<file path="config.mk">
export PLATFORM = sky130hd
export DESIGN_NAME = stream_demux4
export DESIGN_NICKNAME = d
export VERILOG_FILES = /design/src/rtl/stream_demux4.sv
export SDC_FILE = /design/constraint.sdc
export NUM_CORES = 1
export LEC_CHECK = 0
export CORE_MARGIN = 2
export CORE_UTILIZATION = 38
export DETAILED_ROUTE_END_ITERATION = 6
export PLACE_DENSITY = 0.56
export SYNTH_ARGS = -nofsm -noshare
export SYNTH_HDL_FRONTEND = slang
export SYNTH_SLANG_ARGS = --single-unit
</file>
<file path="constraint.sdc">
create_clock -name clk -period 7.35 [get_ports clk]
set_input_delay 1.8375 -clock clk [delete_from_list [all_inputs] [get_ports clk]]
set_output_delay 1.8375 -clock clk [all_outputs]
set_load 0.02 [all_outputs]
</file>
<file path="src/rtl/stream_demux4.sv">
// Single-input, four-output valid/ready stream demultiplexer.
// Each beat is steered by in_sel into a private 2-entry FIFO that drains on its own.
module stream_demux4 #(
    parameter int unsigned DATA_W = 8,
    parameter int unsigned DEPTH  = 2
) (
    input  logic                  clk,
    input  logic                  rst_n,
    input  logic                  in_valid,
    output logic                  in_ready,
    input  logic [1:0]            in_sel,
    input  logic [DATA_W-1:0]     in_data,
    output logic [3:0]            out_valid,
    input  logic [3:0]            out_ready,
    output logic [4*DATA_W-1:0]   out_data,
    output logic [11:0]           count,
    output logic [15:0]           beats_in
);

    localparam int unsigned NumOut = 4;

    logic [DATA_W-1:0] mem_q  [NumOut][DEPTH];
    logic [DATA_W-1:0] last_q [NumOut];
    logic [1:0]        cnt_q  [NumOut];
    logic [1:0]        cnt_d  [NumOut];
    logic [NumOut-1:0] wr_ptr_q, wr_ptr_d;
    logic [NumOut-1:0] rd_ptr_q, rd_ptr_d;
    logic [NumOut-1:0] push, pop;
    logic [15:0]       beats_q, beats_d;

    // Readiness depends only on the selected FIFO's occupancy, never on out_ready.
    assign in_ready = (cnt_q[in_sel] != 2'(DEPTH));

    always_comb begin
        push = '0;
        pop  = '0;
        for (int k = 0; k < NumOut; k++) begin
            push[k] = in_valid & in_ready & (in_sel == 2'(k));
            pop[k]  = (cnt_q[k] != 2'd0) & out_ready[k];
        end
    end

    always_comb begin
        wr_ptr_d = wr_ptr_q ^ push;
        rd_ptr_d = rd_ptr_q ^ pop;
        beats_d  = (|push) ? beats_q + 16'd1 : beats_q;
        for (int k = 0; k < NumOut; k++) begin
            cnt_d[k] = cnt_q[k];
            if (push[k] && !pop[k]) begin
                cnt_d[k] = cnt_q[k] + 2'd1;
            end else if (pop[k] && !push[k]) begin
                cnt_d[k] = cnt_q[k] - 2'd1;
            end
        end
    end

    always_comb begin
        out_valid = '0;
        out_data  = '0;
        count     = '0;
        for (int k = 0; k < NumOut; k++) begin
            out_valid[k]               = (cnt_q[k] != 2'd0);
            // An empty FIFO shows the last value it handed out.
            out_data[k*DATA_W +: DATA_W] = (cnt_q[k] != 2'd0) ? mem_q[k][rd_ptr_q[k]] : last_q[k];
            count[3*k +: 3]            = {1'b0, cnt_q[k]};
        end
    end

    assign beats_in = beats_q;

    always_ff @(posedge clk or negedge rst_n) begin
        if (!rst_n) begin
            wr_ptr_q <= '0;
            rd_ptr_q <= '0;
            beats_q  <= '0;
            for (int k = 0; k < NumOut; k++) begin
                cnt_q[k]  <= '0;
                last_q[k] <= '0;
                for (int e = 0; e < DEPTH; e++) begin
                    mem_q[k][e] <= '0;
                end
            end
        end else begin
            wr_ptr_q <= wr_ptr_d;
            rd_ptr_q <= rd_ptr_d;
            beats_q  <= beats_d;
            for (int k = 0; k < NumOut; k++) begin
                cnt_q[k] <= cnt_d[k];
                if (push[k]) begin
                    mem_q[k][wr_ptr_q[k]] <= in_data;
                end
                if (pop[k]) begin
                    last_q[k] <= mem_q[k][rd_ptr_q[k]];
                end
            end
        end
    end

endmodule

</file>
# Yosys cells after proc, flatten, opt, wreduce, memory -nomap -nowiden
# Index checks and enable logic that the tools add are counted.
dict set report word_totals {
  reg_bits 128
  in_bits 17
  out_inout_bits 65
  elab_cells 134
}
dict set report op_classes {
  add_sub_neg 9
  order_cmp 13
  eq_ne 4
  muxes 39
  n_bitwise 20
  reduce_logical 30
}
# operator count
set ops {}
lappend ops {{$mux W8} 20}
lappend ops {{$bwmux W16} 4}
lappend ops {{$demux W8 S1} 4}
lappend ops {{$mux W2} 10}
lappend ops {{$add A16 B1 Y16 const B} 1}
lappend ops {{$ge A2 B2 Y1 const B} 8}
lappend ops {{$not A1 Y2} 8}
lappend ops {{$reduce_bool A2 Y1} 8}
lappend ops {{$logic_and A1 B1 Y1} 12}
lappend ops {{$and A1 B1 Y1} 9}
lappend ops {{$add A2 B1 Y2 const B} 4}
lappend ops {{$logic_not A1 Y1} 8}
lappend ops {{$lt A2 B1 Y1 const B} 4}
lappend ops {{$sub A2 B1 Y2 const B} 4}
lappend ops {{$xor A4 B4 Y4} 2}
lappend ops {{$bmux W2 S2} 1}
lappend ops {{$eq A2 B2 Y1 const B} 2}
lappend ops {{$reduce_or A4 Y1} 1}
lappend ops {{$ge A3 B3 Y1 const B} 1}
lappend ops {{$not A2 Y3} 1}
lappend ops {{$eq A2 B1 Y1 const B} 1}
lappend ops {{$logic_not A2 Y1} 1}
lappend ops {{$ne A2 B2 Y1 const B} 1}

# Longest topological paths before layout
dict set report depth {
  depth_word 11
  depth_mapped 8
  depth_no_buf 8
}

# Worst setup path after synthesis
# Ideal clock, no wire load.
dict set report synth_path {
  path_type {input to output}
  from {input in_sel[0]}
  to {output in_ready}
  t_arrival_ns 2.676
  required_time_ns 5.512
  slack_ns 2.836
  path_stages 3
  path_buffers 1
  path_cell_list {and4b_4 nor4_4 buf_6}
}
dict set report synth_via {
  elab_chain_cells 5
}
# element line
set synth_lines {}
lappend synth_lines {{start: declaration} 11} ;# input logic [1:0] in_sel,
lappend synth_lines {{$not A2 Y3 (implied by the code)} 32} ;# assign in_ready = (cnt_q[in_sel] != 2'(DEPTH));
lappend synth_lines {{$bmux W2 S2} 32}
lappend synth_lines {{$mux W2 (implied by the code) (2 in series)} 32}
lappend synth_lines {{$ne A2 B2 Y1} 32}
lappend synth_lines {{end: declaration} 10} ;# output logic in_ready,
# No other way between the ends. The select of a mux whose other input is x is not followed.

# Final worst setup path
# Same ends and word-level chain as after synthesis.

==> impl_summary.txt <==
----------------------------------------------------
[STA]
  Hold Violations, Final ... 0
  Final clock period utilization by the worst path ... 81.0%
  Number of endpoints failing setup at the final stage ... 0
  Shortest period the worst path allows ... ~6.0 ns
  Setup TNS after final layout ... 0 ns
  Max-slew violations ... 0
  Maximum clock rate ... around 170 MHz
  Unrepaired setup endpoints after global routing ... no
  Transition time at the pin with the least slew margin ... roughly 0.9 ns
  Slack of the critical path ... about 1.4 ns
  Max-slew headroom ... a little under two fifths
  Clock skew ... approximately 0.0062 ns

[Logic synthesis]
  Proportion of synthesized area in mux cells ... 18.4%
  Synth Area in Simple Gates ... 9.56%
  Part of the Yosys area used for sequential elements ... 55.9%
  Number of synthesized flops with an enable pin ... 0
  Prevailing post-synth register cell ... dfrtp_1
  XOR/XNOR share of the synthesized area ... between 4 and 5%
  Netlist area before placement ... ~5700 µm²
  Number of distinct library cells after synthesis ... 30
  Cell count after synthesis ... 483
  Seq cells post-synth ... roughly 130
  Area share of the leading cell type in the synthesized netlist ... 55.9%
  Share of synthesized cell area in full adder, half adder and majority cells ... between 2 and 3%
  Share of the synthesized area in compound gates (AO/OA/AOI/OAI) ... ~5.6%
  Synth Warn # ... 0
  Cell taking the most area after synthesis ... dfrtp_1
  Dominant cells by area after synthesis ... dfrtp_1 (56%), mux2_2 (13%), mux2i_1 (5.6%)
  Synthesized area per cell ... between 10 and 15 µm²
  Synth async-reset ratio ... between 90% and 100%
  Dominant combinational cell family by area after synthesis ... multiplexers

[Detailed routing]
  Detail Route Antenna Nets ... 0
  Via total after detailed routing ... about 3,700
  Vias per std cell ... around 5
  Total length of routed wires ... approximately 12,000 µm
  Wirelength per Cell ... 16.0 µm
  Router iterations before antenna repair ... 4
  Drc violations ... 0
  Count of routing violations after the opening detailed-route iteration ... 171

[Worst hold path]
  Worst min-delay path class ... flip-flop to flip-flop
  Hold Path Depth ... 2
  Destination of the worst hold path ... last_q[31]$_DFFE_PN0P_
  Hold Startpoint ... last_q[31]$_DFFE_PN0P_

[Final layout]
  Diode count ... 0
  Commonest cells after routing, fill and taps aside ... dfrtp_1 (128), clkdlybuf4s50_1 (76), mux2_2 (65)
  Total area of multi-input combinational cells ... roughly 2400 µm²
  Layout overhead on the synthesized area ... 24.2%
  Most common cell after layout, fill and taps aside ... dfrtp_1
  Fraction of layout instances using a drive strength above 1 ... ~17%
  Area taken by flip-flops and latches ... about 3200 µm²
  Fill cell count ... roughly 1,300
  Post-layout net count ... around 580

[GRT]
  Global route total overflow ... 0
  Wire length of the first global-routing pass ... between 15,000 and 20,000 µm
  Overall track demand over capacity in global routing ... between 10% and 20%
  Pin count of the biggest net entering global routing ... 74
  Vias in the first global route ... about 3,800
  Number of antenna violations at the first check in global routing ... 0

[Floorplan]
  Placeable core region ... ~15,000 µm²
  Die width ... roughly 130 µm
  Height of the die ... approximately 130 µm
  Starting Density ... 39.1%
  Area of the die ... 16,100 µm²
  Floorplan row count ... 44
  I/O pin count ... between 80 and 90

[Worst setup path]
  Max stage delay cell, worst path ... nor4_4
  Slack of the worst reg-to-reg path ... approximately 4.0 ns
  Setup Crit Path Kind ... input port to output pin
  Kind of start point of the critical path ... input port
  Cell depth of the worst flop-to-flop path ... 6
  Reg-to-reg startpoint ... count[9]$_DFFE_PN0P_
  Worst r2r dst ... mem_q[30]$_DFFE_PN0P_
  Cell repeated most along the worst path ... clkdlybuf4s50_1
  Delay-heaviest family, CP ... buffers and inverters
  Data arrival time at the worst-slack endpoint ... between 4 and 5 ns
  Category of the worst setup path capture point ... output pin
  Cell-by-cell trace of the critical path ... clkdlybuf4s50_1 > and4b_4 > nor4_4 > clkdlybuf4s50_1
  CP peak stage delay ... 0.75 ns
  CP bufs+invs ... 2
  Critical path fanouts, max ... 17
  CP Data Required Time ... 5.51 ns

[Power and ir drop]
  Static Leak ... between 3 and 4 nW
  Largest vdd supply drop ... 0.000228 V
  Power Density ... 502 nW/µm²

[Placement]
  Final estimated routing congestion in global placement ... ~0.76
  Port bufs ... 77
  Place WS ... 1.39 ns
  Post-detail-place hpwl ... roughly 8200 µm

[Clocking]
  Clock insertion delay at the later pin of the skew report ... ~0.41 ns
  Number of sinks driven by the clock tree ... about 130
  TritonCTS buffer count ... 17
  Root buf cell ... clkbuf_16
  Setup Buffers After CTS ... 0
  Number of cells upsized or downsized after cts ... 0
  TritonCTS clock tree ... done
  Count of hold buffers inserted by post-cts repair ... 0
  Reg clk slew, reported paths ... about 0.05 ns
  H-tree depth reported by CTS ... 4
  Clock tree buffer depth ... 2

[Status]
  Result of the run ... complete, no violations

[Job]
  Max-cap violation count ... 0

----------------------------------------------------
## worst min-delay path: cells and delay by family (launching register included)
family | cells | cell delay [ns]
DFF | 1 | 0.34
AOI/OAI and AO/OA | 1 | 0.06
and+or+nand+nor | 1 | 0.04
## Yosys cell counts (8+ instances only)
master / number
clkbuf_1: 17
xnor2_1: 23
nor2_1: 36
nand2_1: 36
ha_1: 13
nand4_1: 8
a21oi_1: 32
mux2_2: 65
mux2i_1: 32
inv_1: 8
dfrtp_1: 128
o21ai_0: 32
xor2_1: 8
## cells by family after synthesis
logic type | after synthesis
buffers and inverters | 38
and+or+nand+nor | 111
DFF | 128
other | 1
adders and majority gates | 13
xor gates and xnor gates | 31
muxes | 97
AOI/OAI and AO/OA | 64
## worst max-delay path by stage
stage               startpoint       end  slack, ns  cells after the start
finish               in_sel[0]  in_ready       1.40                      4
global route         in_sel[0]  in_ready       1.23                      4
CTS                  in_sel[0]  in_ready       1.39                      4
detailed placement   in_sel[0]  in_ready       1.39                      4
global placement     in_sel[0]  in_ready       1.43                      4
floorplan            in_sel[0]  in_ready       2.84                      3
## layer usage
metal	up-vias	global-route usage, %	routed length, µm
met5	-	0	0
met3	8	4.56	456
met4	0	5.43	129
met1	1801	20.5	5600
met2	60	25.2	5770
li1	1789	-	-
## where the power goes
group / internal, mW / total, mW / switching, mW
logic: 0.783 / 1.57 / 0.790
clock network: 0.461 / 0.730 / 0.269
registers: 1.03 / 1.27 / 0.245
## registers in the layout, summed over array words and instances, names as in the netlist
signal	flops
count	8
beats_in	16
mem_q	64
rd_ptr_q	4
wr_ptr_q	4
last_q	32
## final cells by class
class / count / area share, %
Sequential cell: 128 / 45.0
Multi-Input combinational cell: 320 / 33.3
Timing Repair Buffer: 78 / 10.9
Clock buffer: 29 / 7.17
Tap cell: 184 / 3.23
Inverter: 8 / 0.422
## metrics by stage
stage               hold slack [ns]  util, %  total power [mW]  instances  instance area, µm²
detailed placement            0.471     45.1              2.88        718                6610
global placement              0.462     45.1              2.84        718                6610
global route                  0.500     48.6              3.82        747                7120
floorplan                     0.451        -              2.22        486                5740
finish                        0.479     48.6              3.57        747                7120
CTS                           0.483     48.6              3.62        747                7120
Power figures use the tool's default switching activity.
